[config.mk]
export PLATFORM = sky130hd
export DESIGN_NAME = hazard_ctrl
export DESIGN_NICKNAME = d
export VERILOG_FILES = /design/src/rtl/hazard_ctrl.sv
export SDC_FILE = /design/constraint.sdc
export NUM_CORES = 1
export LEC_CHECK = 0
export ABC_CLOCK_PERIOD_IN_PS = 2700
export BUFFER_PORTS_ARGS = -buffer_cell sky130_fd_sc_hd__buf_2
export CORE_ASPECT_RATIO = 0.9
export CORE_MARGIN = 1.5
export CORE_UTILIZATION = 55
export CTS_CLUSTER_DIAMETER = 30
export CTS_CLUSTER_SIZE = 30
export DETAILED_ROUTE_END_ITERATION = 7
export PLACE_DENSITY = 0.8
export SLEW_MARGIN = 20
export SYNTH_ARGS = -nofsm -noshare
export SYNTH_HDL_FRONTEND = slang
export SYNTH_SLANG_ARGS = --single-unit
[constraint.sdc]
create_clock -name clk -period 2.7 [get_ports clk]
set_input_delay 0.54 -clock clk [delete_from_list [all_inputs] [get_ports clk]]
set_output_delay 0.54 -clock clk [all_outputs]
set_load 0.05 [all_outputs]
[src/rtl/hazard_ctrl.sv]
// Pipeline sequencing controller: shadows the EX/MEM/WB destination tags and
// derives stage enables, bubble flushes, operand forwarding and event counters.
module hazard_ctrl #(
  parameter int CNT_W = 32
) (
  input  logic             clk,
  input  logic             rst,
  input  logic             id_valid,
  input  logic [4:0]       id_rs1_addr,
  input  logic [4:0]       id_rs2_addr,
  input  logic [4:0]       id_rd_addr,
  input  logic [1:0]       id_rs1_sel,
  input  logic [1:0]       id_rs2_sel,
  input  logic             id_mem_wen,
  input  logic             id_rf_wen,
  input  logic [1:0]       id_wb_sel,
  input  logic             ex_redirect,
  input  logic             dmem_ready,
  output logic             pc_en,
  output logic             ifid_en,
  output logic             idex_en,
  output logic             exmem_en,
  output logic             memwb_en,
  output logic             ifid_flush,
  output logic             idex_flush,
  output logic [1:0]       fwd_rs1_sel,
  output logic [1:0]       fwd_rs2_sel,
  output logic [CNT_W-1:0] perf_stall_cnt,
  output logic [CNT_W-1:0] perf_flush_cnt
);

  localparam logic [1:0] RS1_RS1 = 2'd0;
  localparam logic [1:0] RS2_RS2 = 2'd0;
  localparam logic [1:0] WB_MEM  = 2'd1;

  localparam logic [1:0] FWD_RF  = 2'b00;
  localparam logic [1:0] FWD_MEM = 2'b01;
  localparam logic [1:0] FWD_WB  = 2'b10;

  typedef struct packed {
    logic       valid;
    logic [4:0] rd;
    logic       rf_wen;
    logic [1:0] wb_sel;
    logic       mem_wen;
  } dst_tag_t;

  typedef struct packed {
    dst_tag_t   dst;
    logic [4:0] rs1;
    logic [4:0] rs2;
    logic       rs1_used;
    logic       rs2_used;
  } ex_tag_t;

  ex_tag_t          ex_tag_reg, ex_tag_next;
  dst_tag_t         mem_tag_reg, mem_tag_next;
  dst_tag_t         wb_tag_reg, wb_tag_next;
  logic [CNT_W-1:0] stall_cnt_reg, stall_cnt_next;
  logic [CNT_W-1:0] flush_cnt_reg, flush_cnt_next;

  logic id_rs1_used, id_rs2_used;
  logic frozen, load_use;
  logic stall_event, flush_event;
  logic wb_tag_unused;

  function automatic logic is_writer(dst_tag_t t);
    return t.valid && t.rf_wen && (t.rd != 5'd0);
  endfunction

  assign id_rs1_used = (id_rs1_sel == RS1_RS1);
  assign id_rs2_used = (id_rs2_sel == RS2_RS2) || id_mem_wen;

  // A store or load stuck in MEM holds the whole pipe until memory answers.
  assign frozen = mem_tag_reg.valid
                  && (mem_tag_reg.mem_wen || (mem_tag_reg.wb_sel == WB_MEM))
                  && !dmem_ready;

  assign load_use = id_valid && is_writer(ex_tag_reg.dst)
                    && (ex_tag_reg.dst.wb_sel == WB_MEM)
                    && ((id_rs1_used && (ex_tag_reg.dst.rd == id_rs1_addr))
                     || (id_rs2_used && (ex_tag_reg.dst.rd == id_rs2_addr)));

  // WB only ever supplies rd for forwarding; its load/store flags are carried along.
  assign wb_tag_unused = ^{wb_tag_reg.wb_sel, wb_tag_reg.mem_wen};

  logic [4:0] ex_src      [2];
  logic       ex_src_used [2];
  logic [1:0] fwd_sel     [2];

  assign ex_src[0]      = ex_tag_reg.rs1;
  assign ex_src[1]      = ex_tag_reg.rs2;
  assign ex_src_used[0] = ex_tag_reg.rs1_used;
  assign ex_src_used[1] = ex_tag_reg.rs2_used;

  generate
    for (genvar gi = 0; gi < 2; gi++) begin : g_fwd
      assign fwd_sel[gi] =
          (!ex_tag_reg.dst.valid || !ex_src_used[gi])                  ? FWD_RF  :
          (is_writer(mem_tag_reg) && (mem_tag_reg.rd == ex_src[gi]))   ? FWD_MEM :
          (is_writer(wb_tag_reg)  && (wb_tag_reg.rd  == ex_src[gi]))   ? FWD_WB  :
                                                                          FWD_RF;
    end
  endgenerate

  // Control priority: reset > freeze > redirect > load-use.
  always_comb begin
    pc_en       = 1'b1;
    ifid_en     = 1'b1;
    idex_en     = 1'b1;
    exmem_en    = 1'b1;
    memwb_en    = 1'b1;
    ifid_flush  = 1'b0;
    idex_flush  = 1'b0;
    fwd_rs1_sel = fwd_sel[0];
    fwd_rs2_sel = fwd_sel[1];
    stall_event = 1'b0;
    flush_event = 1'b0;
    if (rst) begin
      pc_en       = 1'b0;
      ifid_en     = 1'b0;
      idex_en     = 1'b0;
      exmem_en    = 1'b0;
      memwb_en    = 1'b0;
      ifid_flush  = 1'b1;
      idex_flush  = 1'b1;
      fwd_rs1_sel = FWD_RF;
      fwd_rs2_sel = FWD_RF;
    end else if (frozen) begin
      pc_en       = 1'b0;
      ifid_en     = 1'b0;
      idex_en     = 1'b0;
      exmem_en    = 1'b0;
      memwb_en    = 1'b0;
      stall_event = 1'b1;
    end else if (ex_redirect) begin
      ifid_flush  = 1'b1;
      idex_flush  = 1'b1;
      flush_event = 1'b1;
    end else if (load_use) begin
      pc_en       = 1'b0;
      ifid_en     = 1'b0;
      idex_flush  = 1'b1;
      stall_event = 1'b1;
    end
  end

  always_comb begin
    ex_tag_next    = ex_tag_reg;
    mem_tag_next   = mem_tag_reg;
    wb_tag_next    = wb_tag_reg;
    stall_cnt_next = stall_cnt_reg;
    flush_cnt_next = flush_cnt_reg;
    if (!frozen) begin
      wb_tag_next  = mem_tag_reg;
      mem_tag_next = ex_tag_reg.dst;
      if (idex_flush) begin
        ex_tag_next = '0;
      end else begin
        ex_tag_next.dst.valid   = id_valid;
        ex_tag_next.dst.rd      = id_rd_addr;
        ex_tag_next.dst.rf_wen  = id_rf_wen;
        ex_tag_next.dst.wb_sel  = id_wb_sel;
        ex_tag_next.dst.mem_wen = id_mem_wen;
        ex_tag_next.rs1         = id_rs1_addr;
        ex_tag_next.rs2         = id_rs2_addr;
        ex_tag_next.rs1_used    = id_rs1_used;
        ex_tag_next.rs2_used    = id_rs2_used;
      end
    end
    if (stall_event && (stall_cnt_reg != '1)) begin
      stall_cnt_next = stall_cnt_reg + CNT_W'(1);
    end
    if (flush_event && (flush_cnt_reg != '1)) begin
      flush_cnt_next = flush_cnt_reg + CNT_W'(1);
    end
  end

  always_ff @(posedge clk) begin
    if (rst) begin
      ex_tag_reg    <= '0;
      mem_tag_reg   <= '0;
      wb_tag_reg    <= '0;
      stall_cnt_reg <= '0;
      flush_cnt_reg <= '0;
    end else begin
      ex_tag_reg    <= ex_tag_next;
      mem_tag_reg   <= mem_tag_next;
      wb_tag_reg    <= wb_tag_next;
      stall_cnt_reg <= stall_cnt_next;
      flush_cnt_reg <= flush_cnt_next;
    end
  end

  assign perf_stall_cnt = stall_cnt_reg;
  assign perf_flush_cnt = flush_cnt_reg;

endmodule

Word level (Yosys, flattened, before mapping)
Index checks and enable logic that the tools add are counted.

Input bits: 28. Word-level logic and storage cells: 90. Output and inout bits: 75. Bits in registers: 103.

Equal/unequal tests: 10. Add/sub/neg operators: 2. Reductions and logical operators: 33. Multiplexer cells: 26.

Operator list (number): adder 32 x 1 -> 32 bit, second input constant (2); inequality test 32 bit, second input constant (2); equality test 5 bit (6); 2-to-1 mux 22 bit (1); logical AND 1 bit (19); 2-to-1 mux 1 bit (17); 2-to-1 mux 2 bit (8); nonzero test 5 bit (3); logical OR 1 bit (5); equality test 2 x 1 -> 1 bit, second input constant (2); zero test 1 bit (4); zero test 2 bit (2).

Depth between registers and ports, before layout
Depth after elaboration: 10. Gate-level depth with buffers: 9. Mapped depth without buffers: 7.

Worst setup path before layout
Ideal clock, no wire load.

Path kind: input to output. Start point: in rst. End point: out pc_en. Buffers on the path: 4. Data required time: 2.160 ns. Setup slack: -0.427 ns. Arrival: 2.587 ns. Stages on the path: 6. Cell sequence: buf_2 clkbuf_8 clkbuf_8 nor2_1 o21a_1 buf_4.

Longest elaborated chain between the ends: 1.

RTL lines: start: declaration (line 7) `input logic rst,`; 2-to-1 mux 1 bit; end: declaration (line 19) `output logic pc_en,`.

Every way passes these cells.

Worst setup path in the final report
Start point: reg mem_tag_reg[4] in the netlist's numbering. End point: out fwd_rs2_sel[1].

Longest elaborated chain between the ends: 6. Elaborated cells between the ends (all ways): 7. Those cells by class: eq/ne: 1; mux: 3; reduce/logical: 3.

RTL lines: start: declaration (line 57) `dst_tag_t mem_tag_reg, mem_tag_next;`; start signal: assignment (line 188) `mem_tag_reg <= mem_tag_next;`; nonzero test 5 bit (line 68) `return t.valid && t.rf_wen && (t.rd != 5'd0);`; logical AND 1 bit (line 68); logical AND 1 bit (*) (line 100) `(is_writer(mem_tag_reg) && (mem_tag_reg.rd == ex_src[gi])) ? FWD_MEM :`; 2-to-1 mux 2 bit (*) (line 100); 2-to-1 mux 2 bit (*) (line 99) `(!ex_tag_reg.dst.valid || !ex_src_used[gi]) ? FWD_RF :`; 2-to-1 mux 2 bit (*) (line 119) `if (rst) begin`; end: declaration (line 27) `output logic [1:0] fwd_rs2_sel,`.

Mark *: on every way between the ends. The rest lies on a longest branch, timed or not.

==> PnR_summary.wiki <==
{| class="wikitable"
! Metric !! Value
|-
| H-tree lvl count || 3
|-
| Fin. max-slew vios || 0
|-
| Largest net degree at the start of global routing || 46
|-
| Worst Hold Depth || 2
|-
| Number of I/O pins || 103
|-
| Global-route wire length before repair || 21,100 microns
|-
| Category of the most critical setup path || flip-flop to primary output
|-
| Highest ir drop seen on vdd || 0.503 mV
|-
| Per-cell via count in the routed design || 5.96
|-
| Combinational share of power || 0.061
|-
| Worst reg2reg path depth || 7
|-
| Detailed-route DRC error count || 0
|-
| Number of synthesis warnings || 0
|-
| Net Count, Synth || 604
|-
| Hold EP || ex_tag_reg[14]
|-
| TritonCTS clock tree || done
|-
| Sw Share || 0.230
|-
| Result of the run || finished clean
|-
| Number of global-route vias before repair || 4,335
|-
| Slowest library cell on the worst path || or4_4
|-
| Area of the placeable core || 9040 sq um
|-
| Type of origin of the critical path || flip-flop
|-
| Total Die Area || 9800 sq um
|-
| Final hold slack || 0.384 ns
|-
| Clock latency of the later-clocked register in the worst-skew pair || 0.37 ns
|-
| Share of cells above drive strength 1 || 0.250
|-
| GRT Overall Usage || 0.263
|-
| Worst path most repeated cell || or4_4
|-
| Horizontal extent of the die || 104 microns
|-
| Inserted Clock Buffers || 9
|-
| Required time reported for the critical path endpoint || 2.16 ns
|-
| DR vias || 4,747
|-
| Placer Congestion || 0.926
|-
| Initial DRT Pass Iterations || 5
|-
| Endpoint class of the critical path || primary output
|-
| Antenna Violating Nets Remaining || 0
|-
| Port-buffer cells || 102
|-
| Clk sinks || 103
|-
| Static leakage || 2.42 nW
|-
| Setup repair after global routing missed its margin || true
|-
| Post-Synthesis Cell Area || 5070 sq um
|-
| Sum of net half-perimeters after detailed placement || 9350 microns
|-
| Endpoint of the lowest-slack register-to-register path || perf_stall_cnt[20]
|-
| Clock Tree Root || clkbuf_8
|-
| Crit-path max cell delay || 0.52 ns
|-
| Clock slew at the register clock pins of the worst setup and hold paths || 0.11 ns
|-
| Worst EP arrival || 2.10 ns
|-
| Post-synth ARST share || 0
|-
| Cell Chain, Critical Path || or4_4 -> o211ai_1 -> or4_4 -> and4_1 -> buf_6
|-
| Overall routed net length || 12,900 microns
|-
| Routed wire per std cell || 16.2 microns
|-
| GRT Residual Overflow || 0
|-
| Maximum count of clock buffers along a single path || 2
|-
| Post-layout util || 0.656
|-
| Pwr dens || 486 nW/um^2
|-
| Most frequently used flop master after synthesis || dfxtp_1
|-
| Worst-case headroom to the max-slew limit || 0.435
|-
| Final net count || 701
|-
| Proportion of power drawn by flip-flops and latches || 0.544
|-
| Switching power || 663 uW
|-
| Slew of the pin with the lowest slew margin || 0.847 ns
|-
| Number of diodes added for antenna fixing || 0
|-
| Final hold viol count || 0
|-
| Synthesized area per cell || 8.83 sq um
|-
| Proportion of power drawn by the clock network || 0.395
|-
| Worst-case register-to-register setup slack || 0.38 ns
|-
| Distinct cells, synth || 63
|-
| Count of flip-flops with a built-in enable after synthesis || 0
|-
| Startpoint of the worst hold path || id_wb_sel[1]
|-
| Setup violations, final || 0
|-
| Worst Clk Skew || 0.0157 ns
|-
| Critical path fanouts, max || 3
|-
| Design internal power || 2.22 mW
|-
| Syn Inst Count || 574
|-
| R2r startpoint || ex_tag_reg[17]
|-
| Class of the tightest hold or removal check || input pin to flip-flop
|-
| Total negative setup slack || 0 ns
|-
| Area growth from synthesis to final layout || 17.1%
|-
| Upper clock frequency limit || 0.379 GHz
|-
| Starting Density || 0.561
|-
| Count of state elements after synthesis || 103
|-
| Standard-cell row count || 33
|-
| Die outline height || 94.1 microns
|-
| Antenna violations before repair || 0
|-
| Share of the cycle needed by the critical path after routing || 0.978
|-
| Final critical path time including I/O delays and setup || 2.64 ns
|-
| Share of the yosys chip area belonging to registers || 0.407
|-
| Number of violations reported at the end of detailed-routing iteration 0 || 238
|-
| Count of max-cap constraint violations || 0
|}
==> synth_stat cells, types with 2 or more instances <==
master	number	area (sq um)
or3_1	18	113
o211ai_1	9	67.6
o31ai_1	8	60.1
a211oi_1	2	15.0
buf_1	2	7.51
nor3_1	5	25.0
clkbuf_1	15	56.3
buf_4	7	52.6
and4_1	8	70.1
ha_1	2	25.0
nor4_1	5	31.3
nand4_1	32	200
a21oi_1	41	205
and4_4	2	22.5
clkbuf_8	2	27.5
o21ai_1	8	40.0
nand2_1	57	214
mux2i_1	2	20.0
nand3_2	2	20.0
nand3_1	26	130
inv_1	4	15.0
nand2b_4	2	27.5
a22o_1	22	193
xor2_1	34	298
nor2_1	49	184
nor2b_1	5	31.3
mux2_2	2	22.5
o211a_1	2	20.0
or4_1	8	60.1
buf_6	2	22.5
and3_1	14	87.6
and2_1	3	18.8
and3_2	4	30.0
dfxtp_1	103	2060
nand4b_1	3	26.3
o21ai_0	13	65.1
o21a_1	2	15.0
xnor2_1	24	210
==> through the flow <==
| stage | setup slack, ns | instances | power (mW) | cell area [sq um] |
|---|---|---|---|---|
| after floorplan | -0.149 | 574 | 1.72 | 5080 |
| after global placement | 0.321 | 779 | 1.77 | 5630 |
| after detailed placement | 0.195 | 779 | 1.77 | 5630 |
| after CTS | 0.0236 | 794 | 2.89 | 5870 |
| after global routing | -0.0193 | 797 | 2.97 | 5940 |
| final | 0.0605 | 797 | 2.88 | 5940 |
==> how the worst max path moves through the flow <==
stage	start	endpoint	slack (ns)
floorplan	rst	pc_en	-0.15
global route	mem_tag_reg[4]	fwd_rs2_sel[1]	-0.02
global placement	id_valid	ifid_en	0.32
CTS	mem_tag_reg[4]	fwd_rs1_sel[1]	0.02
finish	mem_tag_reg[4]	fwd_rs2_sel[1]	0.06
detailed placement	id_valid	perf_stall_cnt[10]	0.20
==> what timing repair did <==
| action | CTS | global route |
|---|---|---|
| hold buffers | 0 | 0 |
| gates resized for setup | 1 | 19 |
| setup buffers | 0 | 3 |
| setup endpoints to repair | 3 | 7 |
| pin swaps | 0 | 2 |
==> cell type report <==
cell class | count | area [sq um]
clock inverters | 6 | 109
flip-flops and latches | 103 | 2080
inverters | 5 | 18.8
multi-input cells | 435 | 2810
repair buffers | 117 | 649
clock buffers | 9 | 124
well taps | 122 | 153
fillers | 770 | 3110
==> cells by family after synthesis <==
| logic type | count (synthesis) | share of synthesized area |
|---|---|---|
| AO/OA/AOI/OAI | 116 | 0.151 |
| XOR/XNOR | 58 | 0.100 |
| adder cells (fa/ha/maj) | 2 | 0.00494 |
| buffers and inverters | 36 | 0.0449 |
| flip-flops | 103 | 0.407 |
| multiplexers | 6 | 0.0136 |
| AND/OR/NAND/NOR | 253 | 0.278 |
==> metal layers <==
layer  track usage  vias up  wire [microns]
met3        0.0721       12             922
met1         0.332     2276            5580
met4        0.0683        0             114
met5             0        -               0
met2         0.446      171            6300
li1              -     2288               -
==> power groups by stage <==
stage	logic [mW]	registers, mW	clock network [mW]
floorplan	0.116	1.60	0
global placement	0.163	1.60	0
detailed placement	0.170	1.60	0
CTS	0.171	1.57	1.15
global route	0.193	1.57	1.21
finish	0.177	1.57	1.14
==> layout by cell type, fill, tap and decap left out, types with 4 or more instances in the layout <==
cell type / n
a22o_1: 22
nor2_1: 48
buf_2: 98
o211ai_1: 9
inv_1: 4
nor3_1: 4
xor2_1: 34
nand3_1: 26
buf_4: 15
o21ai_0: 13
a21oi_1: 41
o31ai_1: 8
xnor2_1: 24
and3_2: 4
o21ai_1: 8
nand4_1: 32
dfxtp_2: 5
nor4_1: 4
and3_1: 14
or3_1: 18
or4_1: 6
dfxtp_1: 96
nand2_1: 57
clkbuf_8: 9
and4_1: 8
nor2b_1: 5
==> worst max-delay path, delay by kind of cell (launching register included) <==
family                 cells  cell delay [ns]
AOI/OAI and AO/OA          1             0.31
buffers and inverters      1             0.16
DFF                        1             0.36
and+or+nand+nor            3             0.90
No activity file was read; power rests on OpenSTA's default activity.
